`src/rtl/rvfi_bus_env.sv`:
```
// rtl/rvfi_bus_env.sv - environment model for one split request/response bus port
//
// Ports:
//   clock, reset            rising-edge clock, synchronous active-high reset
//   req_valid/req_wr/req_addr, req_ready
//                           request channel from the core under test
//   rsp_valid/rsp_data/rsp_addr
//                           in-order response strobe, data and answered address
//   ch_req_ready, ch_rsp_valid, ch_rsp_data
//                           free nondeterministic choices from the wrapper
//   in_flight               accepted requests still awaiting a response
//   fairness_ok             stall and response-latency counters below their bounds
//   protocol_err            sticky flag for core-side handshake violations

module rvfi_bus_env #(
   parameter int ADDR_W          = 32,
   parameter int DATA_W          = 32,
   parameter int MAX_OUTSTANDING = 2,
   parameter int MAX_REQ_STALL   = 4,
   parameter int MAX_RSP_LAT     = 4,
   parameter int WRITES_HAVE_RSP = 0,
   parameter int FORCE_FAIR      = 0
) (
   input  logic                                   clock,
   input  logic                                   reset,
   input  logic                                   req_valid,
   output logic                                   req_ready,
   input  logic                                   req_wr,
   input  logic [ADDR_W-1:0]                      req_addr,
   output logic                                   rsp_valid,
   output logic [DATA_W-1:0]                      rsp_data,
   output logic [ADDR_W-1:0]                      rsp_addr,
   input  logic                                   ch_req_ready,
   input  logic                                   ch_rsp_valid,
   input  logic [DATA_W-1:0]                      ch_rsp_data,
   output logic [$clog2(MAX_OUTSTANDING+1)-1:0]   in_flight,
   output logic                                   fairness_ok,
   output logic                                   protocol_err
);

   localparam int CNT_W   = $clog2(MAX_OUTSTANDING + 1);
   localparam int PTR_W   = (MAX_OUTSTANDING > 1) ? $clog2(MAX_OUTSTANDING) : 1;
   localparam int STALL_W = $clog2(MAX_REQ_STALL + 1);
   localparam int AGE_W   = $clog2(MAX_RSP_LAT + 1);

   localparam logic [CNT_W-1:0]   FULL_CNT    = CNT_W'(MAX_OUTSTANDING);
   localparam logic [PTR_W-1:0]   PTR_LAST    = PTR_W'(MAX_OUTSTANDING - 1);
   localparam logic [STALL_W-1:0] STALL_MAX   = STALL_W'(MAX_REQ_STALL);
   localparam logic [STALL_W-1:0] STALL_FORCE = STALL_W'(MAX_REQ_STALL - 1);
   localparam logic [AGE_W-1:0]   AGE_MAX     = AGE_W'(MAX_RSP_LAT);
   localparam logic [AGE_W-1:0]   AGE_FORCE   = AGE_W'(MAX_RSP_LAT - 1);

   // Storage is rounded up to a power of two so the pointer always indexes it
   // exactly; only the first MAX_OUTSTANDING entries are ever used.
   logic [ADDR_W-1:0]  tag_mem [2**PTR_W];
   logic [PTR_W-1:0]   wr_ptr;
   logic [PTR_W-1:0]   rd_ptr;
   logic [STALL_W-1:0] req_stall_cnt;
   logic [AGE_W-1:0]   rsp_age;

   // Snapshot of the request as it stood at the previous edge, used to check
   // that a stalled request is held stable.
   logic               stalled_q;
   logic               wr_q;
   logic [ADDR_W-1:0]  addr_q;

   logic full;
   logic tracked;
   logic push;
   logic pop;
   logic stall_now;
   logic proto_viol;

   function automatic logic [PTR_W-1:0] ptr_next(input logic [PTR_W-1:0] p);
      return (p == PTR_LAST) ? '0 : p + PTR_W'(1);
   endfunction

   always_comb begin
      full       = (in_flight == FULL_CNT);
      tracked    = !req_wr || (WRITES_HAVE_RSP != 0);
      // Readiness is never offered while full, even if a pop happens this cycle.
      req_ready  = !reset && req_valid && !full &&
                   (ch_req_ready || ((FORCE_FAIR != 0) && (req_stall_cnt == STALL_FORCE)));
      rsp_valid  = !reset && (in_flight != '0) &&
                   (ch_rsp_valid || ((FORCE_FAIR != 0) && (rsp_age == AGE_FORCE)));
      push       = req_valid && req_ready && tracked;
      pop        = rsp_valid;
      stall_now  = req_valid && !req_ready;
      proto_viol = stalled_q && (!req_valid || (req_addr != addr_q) || (req_wr != wr_q));
      rsp_data   = ch_rsp_data;
      rsp_addr   = tag_mem[rd_ptr];
      fairness_ok = (req_stall_cnt < STALL_MAX) && (rsp_age < AGE_MAX);
   end

   always_ff @(posedge clock) begin
      if (push) begin
         tag_mem[wr_ptr] <= req_addr;
      end
   end

   always_ff @(posedge clock) begin
      if (reset) begin
         in_flight     <= '0;
         wr_ptr        <= '0;
         rd_ptr        <= '0;
         req_stall_cnt <= '0;
         rsp_age       <= '0;
         protocol_err  <= 1'b0;
         stalled_q     <= 1'b0;
         wr_q          <= 1'b0;
         addr_q        <= '0;
      end else begin
         if (push) begin
            wr_ptr <= ptr_next(wr_ptr);
         end
         if (pop) begin
            rd_ptr <= ptr_next(rd_ptr);
         end

         case ({push, pop})
            2'b10:   in_flight <= in_flight + CNT_W'(1);
            2'b01:   in_flight <= in_flight - CNT_W'(1);
            default: in_flight <= in_flight;
         endcase

         if (stall_now) begin
            if (req_stall_cnt != STALL_MAX) begin
               req_stall_cnt <= req_stall_cnt + STALL_W'(1);
            end
         end else begin
            req_stall_cnt <= '0;
         end

         // A pop clears the age so the next head starts waiting from zero.
         if ((in_flight != '0) && !rsp_valid) begin
            if (rsp_age != AGE_MAX) begin
               rsp_age <= rsp_age + AGE_W'(1);
            end
         end else begin
            rsp_age <= '0;
         end

         if (proto_viol) begin
            protocol_err <= 1'b1;
         end

         stalled_q <= stall_now;
         wr_q      <= req_wr;
         addr_q    <= req_addr;
      end
   end

endmodule

```
`config.mk`:
```
export PLATFORM = sky130hd
export DESIGN_NAME = rvfi_bus_env
export DESIGN_NICKNAME = d
export VERILOG_FILES = /design/src/rtl/rvfi_bus_env.sv
export SDC_FILE = /design/constraint.sdc
export NUM_CORES = 1
export LEC_CHECK = 0
export CAP_MARGIN = 30
export CORE_ASPECT_RATIO = 1.2
export CORE_UTILIZATION = 45
export CTS_CLUSTER_SIZE = 8
export DETAILED_ROUTE_END_ITERATION = 16
export PLACE_DENSITY = 0.78
export RECOVER_POWER = 50
export SYNTH_ARGS = -nofsm -noshare
export SYNTH_HDL_FRONTEND = slang
export SYNTH_SLANG_ARGS = --single-unit
```
`constraint.sdc`:
```
create_clock -name clock -period 2.9 [get_ports clock]
set_input_delay 0.29 -clock clock [delete_from_list [all_inputs] [get_ports clock]]
set_output_delay 0.29 -clock clock [all_outputs]
set_load 0.03 [all_outputs]
```
After elaboration in Yosys (flattened, before gate mapping):

Memories as Yosys holds them, arrays and structs flattened. A register that Yosys moved wholly into a read port is not among the register bits.
Index checks and enable logic that the tools add are counted.

* flip-flop bits (word level): 45
* RAM bits: 64
* bits of input ports: 70
* output and inout bits: 70
* word-level logic and storage cells: 57
* memories: 1

Memories
* tag_mem: words 2, bits a word 32, read ports 1, clocked after memory_dff 1, write ports 1, RTL line 55 `logic [ADDR_W-1:0] tag_mem [2**PTR_W];`

* add/sub/neg operators: 6
* magnitude comparators: 2
* equal/unequal tests: 7
* multiplexer cells: 7
* bitwise logic cells: 2
* reductions and logical operators: 23

Operator list (count)
* 32-bit inequality test: 1
* 1-bit logical AND: 11
* 3-bit by 1-bit adder with 3-bit output (second input constant): 2
* 1-bit logical NOT: 6
* 3-bit less-than comparator (second input constant): 2
* 1-bit 2-to-1 mux: 6
* 3-bit inequality test (second input constant): 2
* 2-bit == test (second input constant): 2
* 2-bit one-hot mux with 2 select lines: 1
* 2-bit nonzero test: 2
* 2-bit OR reduction: 2
* 1-bit adder (second input constant): 2
* 2-bit by 1-bit adder with 2-bit output (second input constant): 1
* 2-bit by 1-bit == test with 1-bit output (second input constant): 1
* 1-bit logical OR: 2
* 1-bit NOT: 2
* 2-bit by 1-bit subtractor with 2-bit output (second input constant): 1
* 1-bit inequality test: 1

Longest topological paths before layout:

* depth in word-level cells: 8
* mapped depth: 8
* gate-level depth less buffers: 8

Worst setup path after synthesis:

No wires, ideal clock.

* path kind: flip-flop to flip-flop
* start: register in_flight[0]
* end: memory tag_mem[0][0], enable pin
* library setup time: 0.421 ns
* arrival time: 2.424 ns
* required time: 2.479 ns
* setup slack: 0.055 ns
* cell stages (with the launch flop): 5
* buffers on the path: 0
* period minus slack after synthesis: 2.845 ns
* cells stage by stage: dfxtp_1 > o21ai_2 > nor4b_4 > inv_1 > nor2_1

* longest elaborated chain between the ends: 8

RTL lines
* start: declaration: RTL line 36 `output logic [$clog2(MAX_OUTSTANDING+1)-1:0] in_flight,`
* start signal: assignment: RTL line 121 `2'b10: in_flight <= in_flight + CNT_W'(1);`
* start signal: assignment: RTL line 122 `2'b01: in_flight <= in_flight - CNT_W'(1);`
* start signal: assignment: RTL line 123 `default: in_flight <= in_flight;`
* 2-bit == test: RTL line 79 `full = (in_flight == FULL_CNT);`
* 1-bit logical NOT: RTL line 82 `req_ready = !reset && req_valid && !full &&`
* 1-bit logical AND (2 in series): RTL line 82
* 1-bit logical AND (2 in series): RTL line 86 `push = req_valid && req_ready && tracked;`
* 1-bit 2-to-1 mux: RTL line 96 `if (push) begin`
* 1-bit 2-to-1 mux (not written as such): RTL line 97 `tag_mem[wr_ptr] <= req_addr;`
* end: declaration: RTL line 55

Every way passes these cells.

Final worst setup path:

* start: input port reset
* end: output port rsp_valid

* longest elaborated chain between the ends: 3

RTL lines
* start: declaration: RTL line 25 `input logic reset,`
* 1-bit logical NOT: RTL line 84 `rsp_valid = !reset && (in_flight != '0) &&`
* 1-bit logical AND (2 in series): RTL line 84
* end: declaration: RTL line 30 `output logic rsp_valid,`

Every way passes these cells.

==> key figures <==
Routing
  – Via Count: 2365
  – Pre-antenna DRT Iters: 4
  – DRC errors left: 0
  – DR vias/cell: 4.84
  – First-iteration detailed-routing DRC count: 53
  – Wire length per cell: 15.0 um
  – WL final: 7310 um
  – Final ANT Viol Nets: 0

Placed design
  – Post-DP HPWL: 5010 um
  – GP Congestion: 0.744
  – Placed cell area: 5070 um^2
  – Port Buffers: 75

Setup path
  – CP arrival: about 2.1 ns
  – Worst reg2reg endpoint: tag_mem[0][8]
  – CP required: between 2 and 3 ns
  – End of the critical path: rsp_valid
  – Crit path largest cell delay: 0.99 ns
  – Worst-path cell chain: clkbuf_1, nor3b_2, clkdlybuf4s50_1
  – Critical Path Start: reset
  – R2R setup slack: roughly 0.97 ns
  – FF-to-FF path depth: 5
  – Slowest-stage cell, CP: clkbuf_1
  – Worst R2R Start: in_flight[0]
  – Worst-path maximum fanout: 31
  – Crit path capture type: output pin
  – Setup Crit Path Kind: in2out
  – Worst setup SP type: primary input

Floorplan
  – Die X: approximately 92 um
  – Die area: 10200 um^2
  – Die Y: around 110 um
  – Initial core utilization: a little under half
  – CORE AREA: 9520 um^2
  – # rows: 39
  – Ports: 140

Power
  – PwrDens: about 610 nW/um^2
  – Peak supply drop: between 300 and 400 uV
  – Leakage: 1.87 nW
  – Overall power: between 3 and 4 mW

Layout
  – Most common cell after layout, fill and taps aside: edfxtp_1
  – Fin nets: 436
  – Final Core Density: between 50% and 60%
  – Layout Area Growth over Synthesis: 22.8%
  – Antenna fix cells: 0
  – Most frequent cells in the layout: edfxtp_1, dfxtp_1, clkdlybuf4s50_1, nor2b_1, dlygate4sd3_1
  – Layout cell share with drive strength beyond 1: 14.2%
  – Final Cell Area: 5400 um^2

Min path
  – Hold wc startpoint: stalled_q
  – Hold Crit Class: reg2reg

Clocking
  – Clock Tree Root: clkbuf_16
  – Setup Fix Bufs, Post-CTS: 0
  – Clk pin slew, worst setup/hold paths: roughly 0.070 ns
  – Post-CTS resize count: 0
  – CTS Hold Bufs: 0
  – Max clock buf depth: 2
  – Htree depth: 3
  – Clk sink count: 110
  – CTS tree: built
  – Number of buffers created by CTS: 9
  – Skew-Pair Late Insertion Delay: 0.34 ns

Global route
  – Overflow after GRT: 0
  – Initial antenna violation count: 0
  – Largest net degree at the start of global routing: 33
  – GRT Overall Usage: 15.4%
  – Vias in the first global route: 2406
  – First-pass GRT wire length: 11600 um

STA
  – Final clock skew: roughly 0.006 ns
  – Max transition margin: under 10%
  – Unrepaired setup endpoints after global routing: false
  – Tmin final: 2.42 ns
  – Final Max Tran Viols: 0
  – Final hold violations: 0
  – Max Fclk: 414 MHz
  – TNS Setup: 0 ns
  – WHS: about 0.48 ns
  – Slew @ Worst Pin: 1.39 ns
  – Final Cycle Share: 83.3%
  – Final setup vio count: 0

Synth
  – Syn nets: around 390
  – Sequential area share after synthesis: 64.6%
  – Syn Area/Cell: 14.1 um^2
  – Flops & latches, synth: 110
  – Post-Syn Area: 4400 um^2
  – Post-synth EDFFs: 64
  – Synth warn: 0
  – Mapped Cells: 312
  – Ys flop type: edfxtp_1
  – Yosys cell types: 31
  – FFs w/ async S/R, synth: 0%

Flow run
  – Max-cap violations: 0

Run status
  – Status: completed
Yosys cell counts (5+ instances only):
cell type,instances,area [um^2]
mux2_2,30,338
buf_4,32,240
xnor2_1,21,184
clkbuf_1,5,18.8
xor2_1,18,158
edfxtp_1,64,1920
nor2b_1,33,206
dfxtp_1,46,921
inv_1,7,26.3
nand4_1,5,31.3
ha_1,5,62.6
nor4_1,7,43.8
nor2_1,11,41.3
cells by family (layout without fill, tap and decap cells):
logic type	Yosys count	in the layout	synth area share, %
compound gates	6	6	0.825
xor+xnor	39	39	7.76
fa+ha+maj	5	5	1.42
buf+inv	48	102	6.94
flops	110	110	64.6
mux	33	33	8.42
simple gates	71	71	10.0
area by class of cell:
cell class | count | area, um^2
inverter | 7 | 26.3
fill | 757 | 4120
timing repair buffer | 79 | 783
tap | 123 | 154
multi-input combinational | 154 | 1260
clock inverter | 4 | 77.6
sequential | 110 | 2840
clock buffer | 12 | 258
per-layer routing:
| metal | GRT usage, % | share of wire (%) | vias to the layer above |
|---|---|---|---|
| met5 | 0 | 0 | - |
| met3 | 5.14 | 5.6 | 16 |
| li1 | - | - | 1141 |
| met4 | 7.70 | 2.3 | 0 |
| met1 | 17.1 | 42 | 1132 |
| met2 | 26.6 | 50 | 76 |
critical path: cells and delay by family:
family / cells / cell delay (ns)
buf+inv: 2 / 1.65
simple gates: 1 / 0.18
worst min-delay path by stage:
stage                         endpoint  slack, ns  cells past startpoint
final                     protocol_err       0.48                      2
after global routing      protocol_err       0.54                      2
after CTS                   addr_q[16]       0.43                      2
after detailed placement  protocol_err       0.46                      2
after global placement    protocol_err       0.45                      2
after floorplan             rsp_age[0]       0.37                      1
registers in the layout, indices dropped and copies added (netlist names), named ones only:
signal         flops
stalled_q          1
protocol_err       1
wr_ptr             1
in_flight          2
wr_q               1
req_stall_cnt      3
tag_mem           64
rd_ptr             1
rsp_age            3
addr_q            32
report_power, final:
group / total, mW / internal [mW] / leakage (nW) / switching [mW]
Clock: 1.33 / 0.814 / 0.163 / 0.517
Combinational: 0.249 / 0.123 / 0.749 / 0.126
Sequential: 1.71 / 1.69 / 0.959 / 0.0174
Total: 3.29 / 2.63 / 1.87 / 0.660
per-stage QoR:
step	cells	worst slack (ns)
4_1_cts	489	0.528
5_1_grt	489	0.310
3_3_place_gp	473	0.691
2_1_floorplan	312	0.0554
3_5_place_dp	473	0.655
6_report	489	0.484
Power figures use the tool's default switching activity.
